## config.mk

```make
export PLATFORM = sky130hd
export DESIGN_NAME = cab_master_flat
export DESIGN_NICKNAME = d
export VERILOG_FILES = /design/src/rtl/cab_master_if.sv /design/src/rtl/cab_master.sv /design/src/flat_wrapper.sv
export SDC_FILE = /design/constraint.sdc
export NUM_CORES = 1
export LEC_CHECK = 0
export ABC_AREA = 1
export CAP_MARGIN = 20
export CORE_ASPECT_RATIO = 1.4
export CORE_MARGIN = 1.5
export CORE_UTILIZATION = 33
export DETAILED_ROUTE_END_ITERATION = 8
export PLACE_DENSITY_LB_ADDON = 0.1
export REMOVE_ABC_BUFFERS = 1
export SYNTH_ARGS = -nofsm -noshare
export SYNTH_HDL_FRONTEND = slang
export SYNTH_SLANG_ARGS = --single-unit
```

## constraint.sdc

```tcl
create_clock -name clk -period 1.55 [get_ports clk]
set_input_delay 0.31 -clock clk [delete_from_list [all_inputs] [get_ports clk]]
set_output_delay 0.31 -clock clk [all_outputs]
set_load 0.005 [all_outputs]
```

## src/rtl/cab_master_if.sv

```systemverilog
// Host register-access port and CAB request/ack bus as seen by cab_master.
// The master modport is the bridge itself; the slave modport is the host/CAB side.
interface cab_master_if;
  logic        host_req;
  logic        host_wr;
  logic        host_ctrl;
  logic [13:0] host_addr;
  logic [31:0] host_wdata;
  logic        host_ack;
  logic [31:0] host_rdata;
  logic        host_err;
  logic        host_busy;
  logic        cab_xx_req_vld;
  logic [15:0] cab_xx_req_data;
  logic        xx_cab_ack_vld;
  logic [15:0] xx_cab_ack_data;
  logic        xx_cab_rdy;

  modport master (
    input  host_req, host_wr, host_ctrl, host_addr, host_wdata,
    input  xx_cab_ack_vld, xx_cab_ack_data, xx_cab_rdy,
    output host_ack, host_rdata, host_err, host_busy,
    output cab_xx_req_vld, cab_xx_req_data
  );

  modport slave (
    output host_req, host_wr, host_ctrl, host_addr, host_wdata,
    output xx_cab_ack_vld, xx_cab_ack_data, xx_cab_rdy,
    input  host_ack, host_rdata, host_err, host_busy,
    input  cab_xx_req_vld, cab_xx_req_data
  );
endinterface

```

## src/rtl/cab_master.sv

```systemverilog
// Bridges a 32-bit host register access onto the 16-bit CAB request stream and
// collects the two-beat read acknowledgement, with a read timeout.
module cab_master #(
  parameter int unsigned TIMEOUT  = 256,
  parameter logic [31:0] ERR_DATA = 32'hDEAD_BEEF
) (
  input  logic          clk,
  input  logic          rst_n,
  cab_master_if.master  bus
);
  localparam logic [2:0] IDLE    = 3'd0;
  localparam logic [2:0] WR_LO   = 3'd1;
  localparam logic [2:0] WR_HI   = 3'd2;
  localparam logic [2:0] RD_WAIT = 3'd3;
  localparam logic [2:0] RD_HI   = 3'd4;
  localparam logic [2:0] DONE    = 3'd5;

  localparam int unsigned   CW       = $clog2(TIMEOUT + 1);
  // DONE plus the registered ack take the last two cycles of the window, so
  // host_ack lands exactly TIMEOUT cycles after the header.
  localparam logic [CW-1:0] CNT_FIRE = CW'(TIMEOUT - 2);

  logic [2:0]    state_q, state_d;
  logic [31:0]   wdata_q, wdata_d;
  logic [CW-1:0] cnt_q, cnt_d;
  logic          guard_q;
  logic          vld_q, vld_d;
  logic [15:0]   data_q, data_d;
  logic          ack_q, ack_d;
  logic [31:0]   rdata_q, rdata_d;
  logic          err_q, err_d;
  logic [31:0]   res_q, res_d;
  logic          res_err_q, res_err_d;
  logic          busy_q;
  logic          accept;

  // guard_q blocks issue for one cycle after any ack word, so a stale pair
  // can never overlap a freshly issued header.
  assign accept = (state_q == IDLE) && bus.host_req && bus.xx_cab_rdy &&
                  !bus.xx_cab_ack_vld && !guard_q;

  always_comb begin
    state_d   = state_q;
    wdata_d   = wdata_q;
    cnt_d     = cnt_q;
    vld_d     = 1'b0;
    data_d    = 16'h0;
    ack_d     = 1'b0;
    rdata_d   = rdata_q;
    err_d     = err_q;
    res_d     = res_q;
    res_err_d = res_err_q;
    case (state_q)
      IDLE: begin
        if (accept) begin
          wdata_d   = bus.host_wdata;
          vld_d     = 1'b1;
          data_d    = {bus.host_addr, bus.host_ctrl, bus.host_wr};
          cnt_d     = '0;
          res_d     = 32'h0;
          res_err_d = 1'b0;
          state_d   = bus.host_wr ? WR_LO : RD_WAIT;
        end
      end
      WR_LO: begin
        vld_d   = 1'b1;
        data_d  = wdata_q[15:0];
        state_d = WR_HI;
      end
      WR_HI: begin
        vld_d     = 1'b1;
        data_d    = wdata_q[31:16];
        res_err_d = 1'b0;
        state_d   = DONE;
      end
      RD_WAIT: begin
        if (bus.xx_cab_ack_vld) begin
          res_d[15:0] = bus.xx_cab_ack_data;
          state_d     = RD_HI;
        end else if (cnt_q == CNT_FIRE) begin
          res_d     = ERR_DATA;
          res_err_d = 1'b1;
          state_d   = DONE;
        end else begin
          cnt_d = cnt_q + CW'(1);
        end
      end
      RD_HI: begin
        if (bus.xx_cab_ack_vld) begin
          res_d[31:16] = bus.xx_cab_ack_data;
          res_err_d    = 1'b0;
        end else begin
          res_d[31:16] = 16'h0;
          res_err_d    = 1'b1;
        end
        state_d = DONE;
      end
      DONE: begin
        ack_d   = 1'b1;
        rdata_d = res_q;
        err_d   = res_err_q;
        state_d = IDLE;
      end
      default: state_d = IDLE;
    endcase
  end

  always_ff @(posedge clk or negedge rst_n) begin
    if (!rst_n) begin
      state_q   <= IDLE;
      wdata_q   <= 32'h0;
      cnt_q     <= '0;
      guard_q   <= 1'b0;
      vld_q     <= 1'b0;
      data_q    <= 16'h0;
      ack_q     <= 1'b0;
      rdata_q   <= 32'h0;
      err_q     <= 1'b0;
      res_q     <= 32'h0;
      res_err_q <= 1'b0;
      busy_q    <= 1'b0;
    end else begin
      state_q   <= state_d;
      wdata_q   <= wdata_d;
      cnt_q     <= cnt_d;
      guard_q   <= bus.xx_cab_ack_vld;
      vld_q     <= vld_d;
      data_q    <= data_d;
      ack_q     <= ack_d;
      rdata_q   <= rdata_d;
      err_q     <= err_d;
      res_q     <= res_d;
      res_err_q <= res_err_d;
      busy_q    <= (state_d != IDLE);
    end
  end

  assign bus.cab_xx_req_vld  = vld_q;
  assign bus.cab_xx_req_data = data_q;
  assign bus.host_ack        = ack_q;
  assign bus.host_rdata      = rdata_q;
  assign bus.host_err        = err_q;
  assign bus.host_busy       = busy_q;
endmodule

```

## src/flat_wrapper.sv

```systemverilog
// flat-port wrapper written by rule: the top's interface ports become plain ports
module cab_master_flat 
#(
  parameter int unsigned TIMEOUT  = 256,
  parameter logic [31:0] ERR_DATA = 32'hDEAD_BEEF
)
  (clk, rst_n, bus_host_req, bus_host_wr, bus_host_ctrl, bus_host_addr, bus_host_wdata, bus_xx_cab_ack_vld, bus_xx_cab_ack_data, bus_xx_cab_rdy, bus_host_ack, bus_host_rdata, bus_host_err, bus_host_busy, bus_cab_xx_req_vld, bus_cab_xx_req_data);
  cab_master_if bus_i ();
  input  logic clk;
  input  logic rst_n;
  input wire logic [$bits(bus_i.host_req)-1:0] bus_host_req;
  input wire logic [$bits(bus_i.host_wr)-1:0] bus_host_wr;
  input wire logic [$bits(bus_i.host_ctrl)-1:0] bus_host_ctrl;
  input wire logic [$bits(bus_i.host_addr)-1:0] bus_host_addr;
  input wire logic [$bits(bus_i.host_wdata)-1:0] bus_host_wdata;
  input wire logic [$bits(bus_i.xx_cab_ack_vld)-1:0] bus_xx_cab_ack_vld;
  input wire logic [$bits(bus_i.xx_cab_ack_data)-1:0] bus_xx_cab_ack_data;
  input wire logic [$bits(bus_i.xx_cab_rdy)-1:0] bus_xx_cab_rdy;
  output wire logic [$bits(bus_i.host_ack)-1:0] bus_host_ack;
  output wire logic [$bits(bus_i.host_rdata)-1:0] bus_host_rdata;
  output wire logic [$bits(bus_i.host_err)-1:0] bus_host_err;
  output wire logic [$bits(bus_i.host_busy)-1:0] bus_host_busy;
  output wire logic [$bits(bus_i.cab_xx_req_vld)-1:0] bus_cab_xx_req_vld;
  output wire logic [$bits(bus_i.cab_xx_req_data)-1:0] bus_cab_xx_req_data;
  assign bus_i.host_req = bus_host_req;
  assign bus_i.host_wr = bus_host_wr;
  assign bus_i.host_ctrl = bus_host_ctrl;
  assign bus_i.host_addr = bus_host_addr;
  assign bus_i.host_wdata = bus_host_wdata;
  assign bus_i.xx_cab_ack_vld = bus_xx_cab_ack_vld;
  assign bus_i.xx_cab_ack_data = bus_xx_cab_ack_data;
  assign bus_i.xx_cab_rdy = bus_xx_cab_rdy;
  assign bus_host_ack = bus_i.host_ack;
  assign bus_host_rdata = bus_i.host_rdata;
  assign bus_host_err = bus_i.host_err;
  assign bus_host_busy = bus_i.host_busy;
  assign bus_cab_xx_req_vld = bus_i.cab_xx_req_vld;
  assign bus_cab_xx_req_data = bus_i.cab_xx_req_data;
  cab_master #(.TIMEOUT(TIMEOUT), .ERR_DATA(ERR_DATA)) u_core (.clk(clk), .rst_n(rst_n), .bus(bus_i));
endmodule
```

# After elaboration in Yosys (flattened, before gate mapping)
# Index checks and enable logic that the tools add are counted.
# totals
ff_bits	130
in_bits	69
out_inout_bits	52
elab_cells	69
# classes
addsub	1
eq_ne	11
mux	26
n_reduce_logical	18
# ops
operator	n
$pmux 16 s3	2
$mux 16	4
$mux 32	2
$pmux 16 s2	1
$mux 9	3
$pmux 9 s2	1
$pmux 3 s4	1
$reduce_and 4->1	3
$add 9x1->9 const B	1
$eq 9x8->1 const B	1
$mux 3	3
$eq 3x2->1 const B	2
$eq 3x3->1 const B	2
$mux 1	6
$reduce_bool 3->1	2
$logic_and 1x1->1	4
$ne 2x1->1 const B	2
$ne 2x2->1 const B	2
$pmux 1 s4	1
$reduce_bool 4->1	1
$reduce_or 2->1	2
$eq 3x1->1 const B	1
$logic_not 3->1	1
$ne 3x2->1 const B	1
other kinds (6)	7

# Logic depth before layout (Yosys ltp)
# depth
depth_word	8
mapped_depth	11

# Worst setup path after synthesis
# OpenSTA, ideal clock, no wires.
# synth_path
path_kind	register -> register
from	register u_core.state_q[1]
to	register u_core.res_q[12]
arrival_time_ps	1381
setup_slack_ps	42
stages_incl_launch_ff	11
path_buffers	2
synth_period_minus_slack_ps	1508
path_cell_list	dfrtp_1 -> inv_2 -> nand2_2 -> nor2_4 -> nand2_2 -> nand2_2 -> nand2_2 -> buf_6 -> buf_6 -> nand2_1 -> o21ai_0
# synth_via
elab_chain_cells	7
elab_cells_between_ends	11
# synth_rtl
item	line	text
from (decl)	cab_master.sv:23	logic [2:0] state_q, state_d;
from (signal assigned)	cab_master.sv:123	state_q <= state_d;
$logic_not 3->1	cab_master.sv:39, cab_master.sv:53	
$logic_and 1x1->1 (3 in series)	cab_master.sv:39	assign accept = (state_q == IDLE) && bus.host_req && bus.xx_cab_rdy &&
$logic_and 1x1->1	cab_master.sv:40	!bus.xx_cab_ack_vld && !guard_q;
$ne 2x1->1 (no line)	n/a	
$reduce_and 3->1 (no line)	n/a	
to (signal assigned)	cab_master.sv:132	res_q <= res_d;
to (decl)	cab_master.sv:32	logic [31:0] res_q, res_d;
# Several ways; a longest one is shown, not always the timed one.
# A chain may end at the register's enable or synchronous reset.

# Worst setup path after layout
# layout_path
from	register u_core.cnt_q[0]
to	register u_core.res_q[6]
# layout_via
elab_chain_cells	3
# layout_rtl
item	line	text
from (decl)	cab_master.sv:25	logic [CW-1:0] cnt_q, cnt_d;
from (signal assigned)	cab_master.sv:125	cnt_q <= cnt_d;
$eq 9x8->1	cab_master.sv:80	end else if (cnt_q == CNT_FIRE) begin
$ne 3x2->1 (no line)	n/a	
$reduce_and 3->1 (no line)	n/a	
# Every way passes these cells.

==> impl_metrics.yaml <==
cts:
  htree_num_levels: 4
  clk-insertion-delay-late_ns: 0.42
  clk_sinks: 130
  number_of_buffers_on_the_longest_clock_path: 2
  clk_pin_slew_worst_paths_ns: 0.06
  cts_root_buf: "sky130_fd_sc_hd__clkbuf_16"
  tritoncts_clock_tree: "done"
  number_of_clock_buffers_inserted_by_tritoncts: 17
timing:
  timing.final.hold_violations: 0
  period_share_pct: 96.8
  tightestPinTransition_ns: 0.353
  largest_clock_skew_in_the_final_design_ns: 0.00921
  fmax_mhz: 666
  slew_headroom_pct: 76.2
  unrepaired_setup_endpoints_after_global_routing: "true"
  timing.final.max_slew_violations: 0
  report.final.setup_viol: 0
  final_period_minus_worst_setup_slack_ns: 1.50
worst_setup_path:
  reg2reg_from: "u_core.cnt_q[0]$_DFFE_PN0P_"
  worstSetupEndpointType: "register"
  timing.critical_path.mode_cell: "sky130_fd_sc_hd__nand2_1"
  timing.critical_path.required_ns: 1.84
  crit_path_top_delay_cell: "sky130_fd_sc_hd__dfrtp_1"
  timing.critical_path.from_type: "register"
  criticalPathCategory: "register to register"
  timing.reg2reg.worst_path_depth: 10
  critPathArrivalTime_ns: 1.79
  path_max_fanout: 15
  worstPathCellList: "inv_1, ha_1, nand2_1, nor2_2, nand2_2, nand3_4, nand2_4, buf_12, nand2_1, o21ai_0"
  crit-reg2reg-capture: "u_core.res_q[6]$_DFFE_PN0P_"
  ff2ff_setup_slack_ns: 0.05
  crit_path_max_incr_delay_ns: 0.40
drt:
  route.detailed.vias_per_inst: 4.82
  vias: 5099
  antenna_left: 0
  drtIter0Drc: 320
  wire_per_inst_um: 14.6
  drt_pre_antenna_iters: 4
  drc: 0
  routed_wirelength_um: 15400
finish:
  area_growth_syn_to_layout_pct: 42.6
  num-fill-cells: 1658
  final_cell_area_um2: 8140
  drive_above_1_share_pct: 14.3
  final_nets: 914
  storage_cell_area_um2: 3250
  finalCoreUtilization_pct: 48.4
  fin_cells: 1058
  antenna_cells: 0
  multi_input_logic_area_um2: 2240
power_and_ir_drop:
  power_density_over_the_cells_nw_per_um2: 1680
  vdd.ir_drop.worst_mv: 0.671
  design_power_total_mw: 13.7
  cellLeakagePower_nw: 4.29
placed_design:
  post-place-cells: 1013
  portBuffers: 120
  detailedPlacementHpwl_um: 10800
  final_weighted_congestion_in_routability_driven_placement: 0.827
  placedInstanceArea_um2: 7450
global_route:
  grt_overflow: 0
  met1_track_usage_gr_pct: 20.8
  first_global_vias: 5101
  globalRoute.busiestLayer: "met2"
  initial_antenna_violation_count: 0
  grt_util_met3_pct: 5.06
  gr-usage-met2_pct: 31.3
  first_pass_grt_wire_length_um: 25300
  gr-usage-all-layers_pct: 18.0
  grt_max_degree: 49
yosys:
  ys_seq_elements: 130
  synth-edff-count: 0
  yosys.cell_count.top_type: "sky130_fd_sc_hd__nand2_1"
  synth.avg_cell_area_um2: 8.35
  yosysUniqueCellTypes: 27
  post_synth_instance_area_um2: 5710
  netlist.top_cell.by_area: "sky130_fd_sc_hd__dfrtp_1"
  ys_async_sr_fraction_pct: 100
  synth_common_cells: "306 x sky130_fd_sc_hd__nand2_1, 130 x sky130_fd_sc_hd__dfrtp_1, 81 x sky130_fd_sc_hd__nand3_1, 32 x sky130_fd_sc_hd__o21ai_0, 26 x sky130_fd_sc_hd__nand4_1"
  synthDominantCellAreaShare_pct: 57.0
  yosys-top-cells-area: "sky130_fd_sc_hd__dfrtp_1 57%, sky130_fd_sc_hd__nand2_1 20%, sky130_fd_sc_hd__nand3_1 7.1%, sky130_fd_sc_hd__nand4_1 2.8%, sky130_fd_sc_hd__o21ai_0 2.8%"
  ys.flop_type: "sky130_fd_sc_hd__dfrtp_1"
  yosys_warnings: 0
  synth_sequential_area_ratio_pct: 57.0
  synthCells: 684
die:
  die-width_um: 114
  ios: 121
  coreArea_um2: 16800
  dieHeight_um: 159
  floorplan.initialDensity_pct: 34.0
  core.rowCount: 56
  die_area_um2: 18100
min_path:
  hold_path_class: "primary input to async pin"
outcome:
  outcome: "finished clean"
flow_run:
  max_cap_viol_count: 0
-- worst max-delay path: cells and delay by family (launching register included) --
family	cells	cell delay, ns
AOI/OAI and AO/OA	1	0.07
adders and majority gates	1	0.15
buffers and inverters	2	0.23
DFF	1	0.40
and+or+nand+nor	6	0.53
-- per-layer routing --
layer / vias up / share of wire (%)
li1: 2532 / -
met1: 2405 / 41
met2: 135 / 52
met3: 27 / 5.2
met4: 0 / 2.3
met5: - / 0
-- flip-flops by register name (all words and copies together), names as in the netlist --
register	flops
u_core.bus.host_rdata	32
u_core.bus.host_err	1
u_core.res_q	32
u_core.state_q	3
u_core.bus.cab_xx_req_data	16
u_core.wdata_q	32
u_core.guard_q	1
u_core.bus.host_busy	1
u_core.bus.host_ack	1
u_core.res_err_q	1
u_core.bus.cab_xx_req_vld	1
u_core.cnt_q	9
-- cell families (layout without fill, tap and decap cells) --
group           count (synthesis)  count (layout)  synth area share [%]
compound gates                 44              44                  4.34
flops                         130             130                  57.0
buf+inv                        60             231                  4.69
fa+ha+maj                       2               2                 0.438
simple gates                  447             447                  33.4
xor+xnor                        1               1                 0.153
-- power by group --
group          total (mW)  switching (mW)  internal, mW
Combinational        4.56            2.52          2.04
Clock                3.89            1.49          2.40
Sequential           5.22           0.617          4.60
-- placed cells by master, fill, tap and decap left out, types with 6 or more instances in the layout --
cell / Yosys / routed
sky130_fd_sc_hd__o21ai_0: 32 / 29
sky130_fd_sc_hd__nand2_2: 6 / 6
sky130_fd_sc_hd__clkdlybuf4s50_1: 0 / 67
sky130_fd_sc_hd__clkbuf_16: 0 / 18
sky130_fd_sc_hd__dlygate4sd2_1: 0 / 52
sky130_fd_sc_hd__dfrtp_1: 130 / 130
sky130_fd_sc_hd__nand2_1: 306 / 303
sky130_fd_sc_hd__inv_1: 15 / 14
sky130_fd_sc_hd__buf_12: 0 / 10
sky130_fd_sc_hd__o21ai_1: 4 / 7
sky130_fd_sc_hd__nand4_1: 26 / 26
sky130_fd_sc_hd__buf_4: 1 / 44
sky130_fd_sc_hd__nor2_1: 20 / 18
sky130_fd_sc_hd__nand3_1: 81 / 80
-- final cells by class --
class / count / area share [%]
repair buffers: 179 / 21.3
well taps: 203 / 3.12
clock inverters: 13 / 1.69
inverters: 21 / 1.01
clock buffers: 18 / 5.39
multi-input cells: 494 / 27.5
flip-flops and latches: 130 / 39.9
-- through the flow --
step                      setup TNS, ns  hold slack (ns)  setup WS [ns]
after floorplan                  -96.87           0.0144          -1.40
after global placement           -17.30            0.227         -0.252
after detailed placement         -17.16            0.227         -0.290
after CTS                             0            0.351         0.0192
after global routing             -0.790            0.383        -0.0576
final                                 0            0.360         0.0491
-- worst max path at each step --
stage | startpoint | end | slack [ns] | cells past startpoint
final | u_core.cnt_q[0]$_DFFE_PN0P_ | u_core.res_q[6]$_DFFE_PN0P_ | 0.05 | 10
after global routing | u_core.cnt_q[0]$_DFFE_PN0P_ | u_core.res_q[6]$_DFFE_PN0P_ | -0.06 | 10
after floorplan | bus_xx_cab_ack_vld | u_core.res_q[16]$_DFFE_PN0P_ | -1.40 | 8
after detailed placement | bus_xx_cab_ack_vld | u_core.cnt_q[4]$_DFFE_PN0P_ | -0.29 | 9
after global placement | bus_xx_cab_ack_vld | u_core.cnt_q[5]$_DFFE_PN0P_ | -0.25 | 9
after CTS | u_core.state_q[0]$_DFF_PN0_ | u_core.res_q[21]$_DFFE_PN0P_ | 0.02 | 9
-- timing repair --
action                     in CTS  in global routing
hold buffers                    1                  0
resized for setup              52                 17
buffers inserted               10                  1
pin swaps                       0                  3
hold endpoints to repair       32                  0
setup endpoints to repair      52                 74
cloned                          0                  2
No activity file was read; power rests on OpenSTA's default activity.
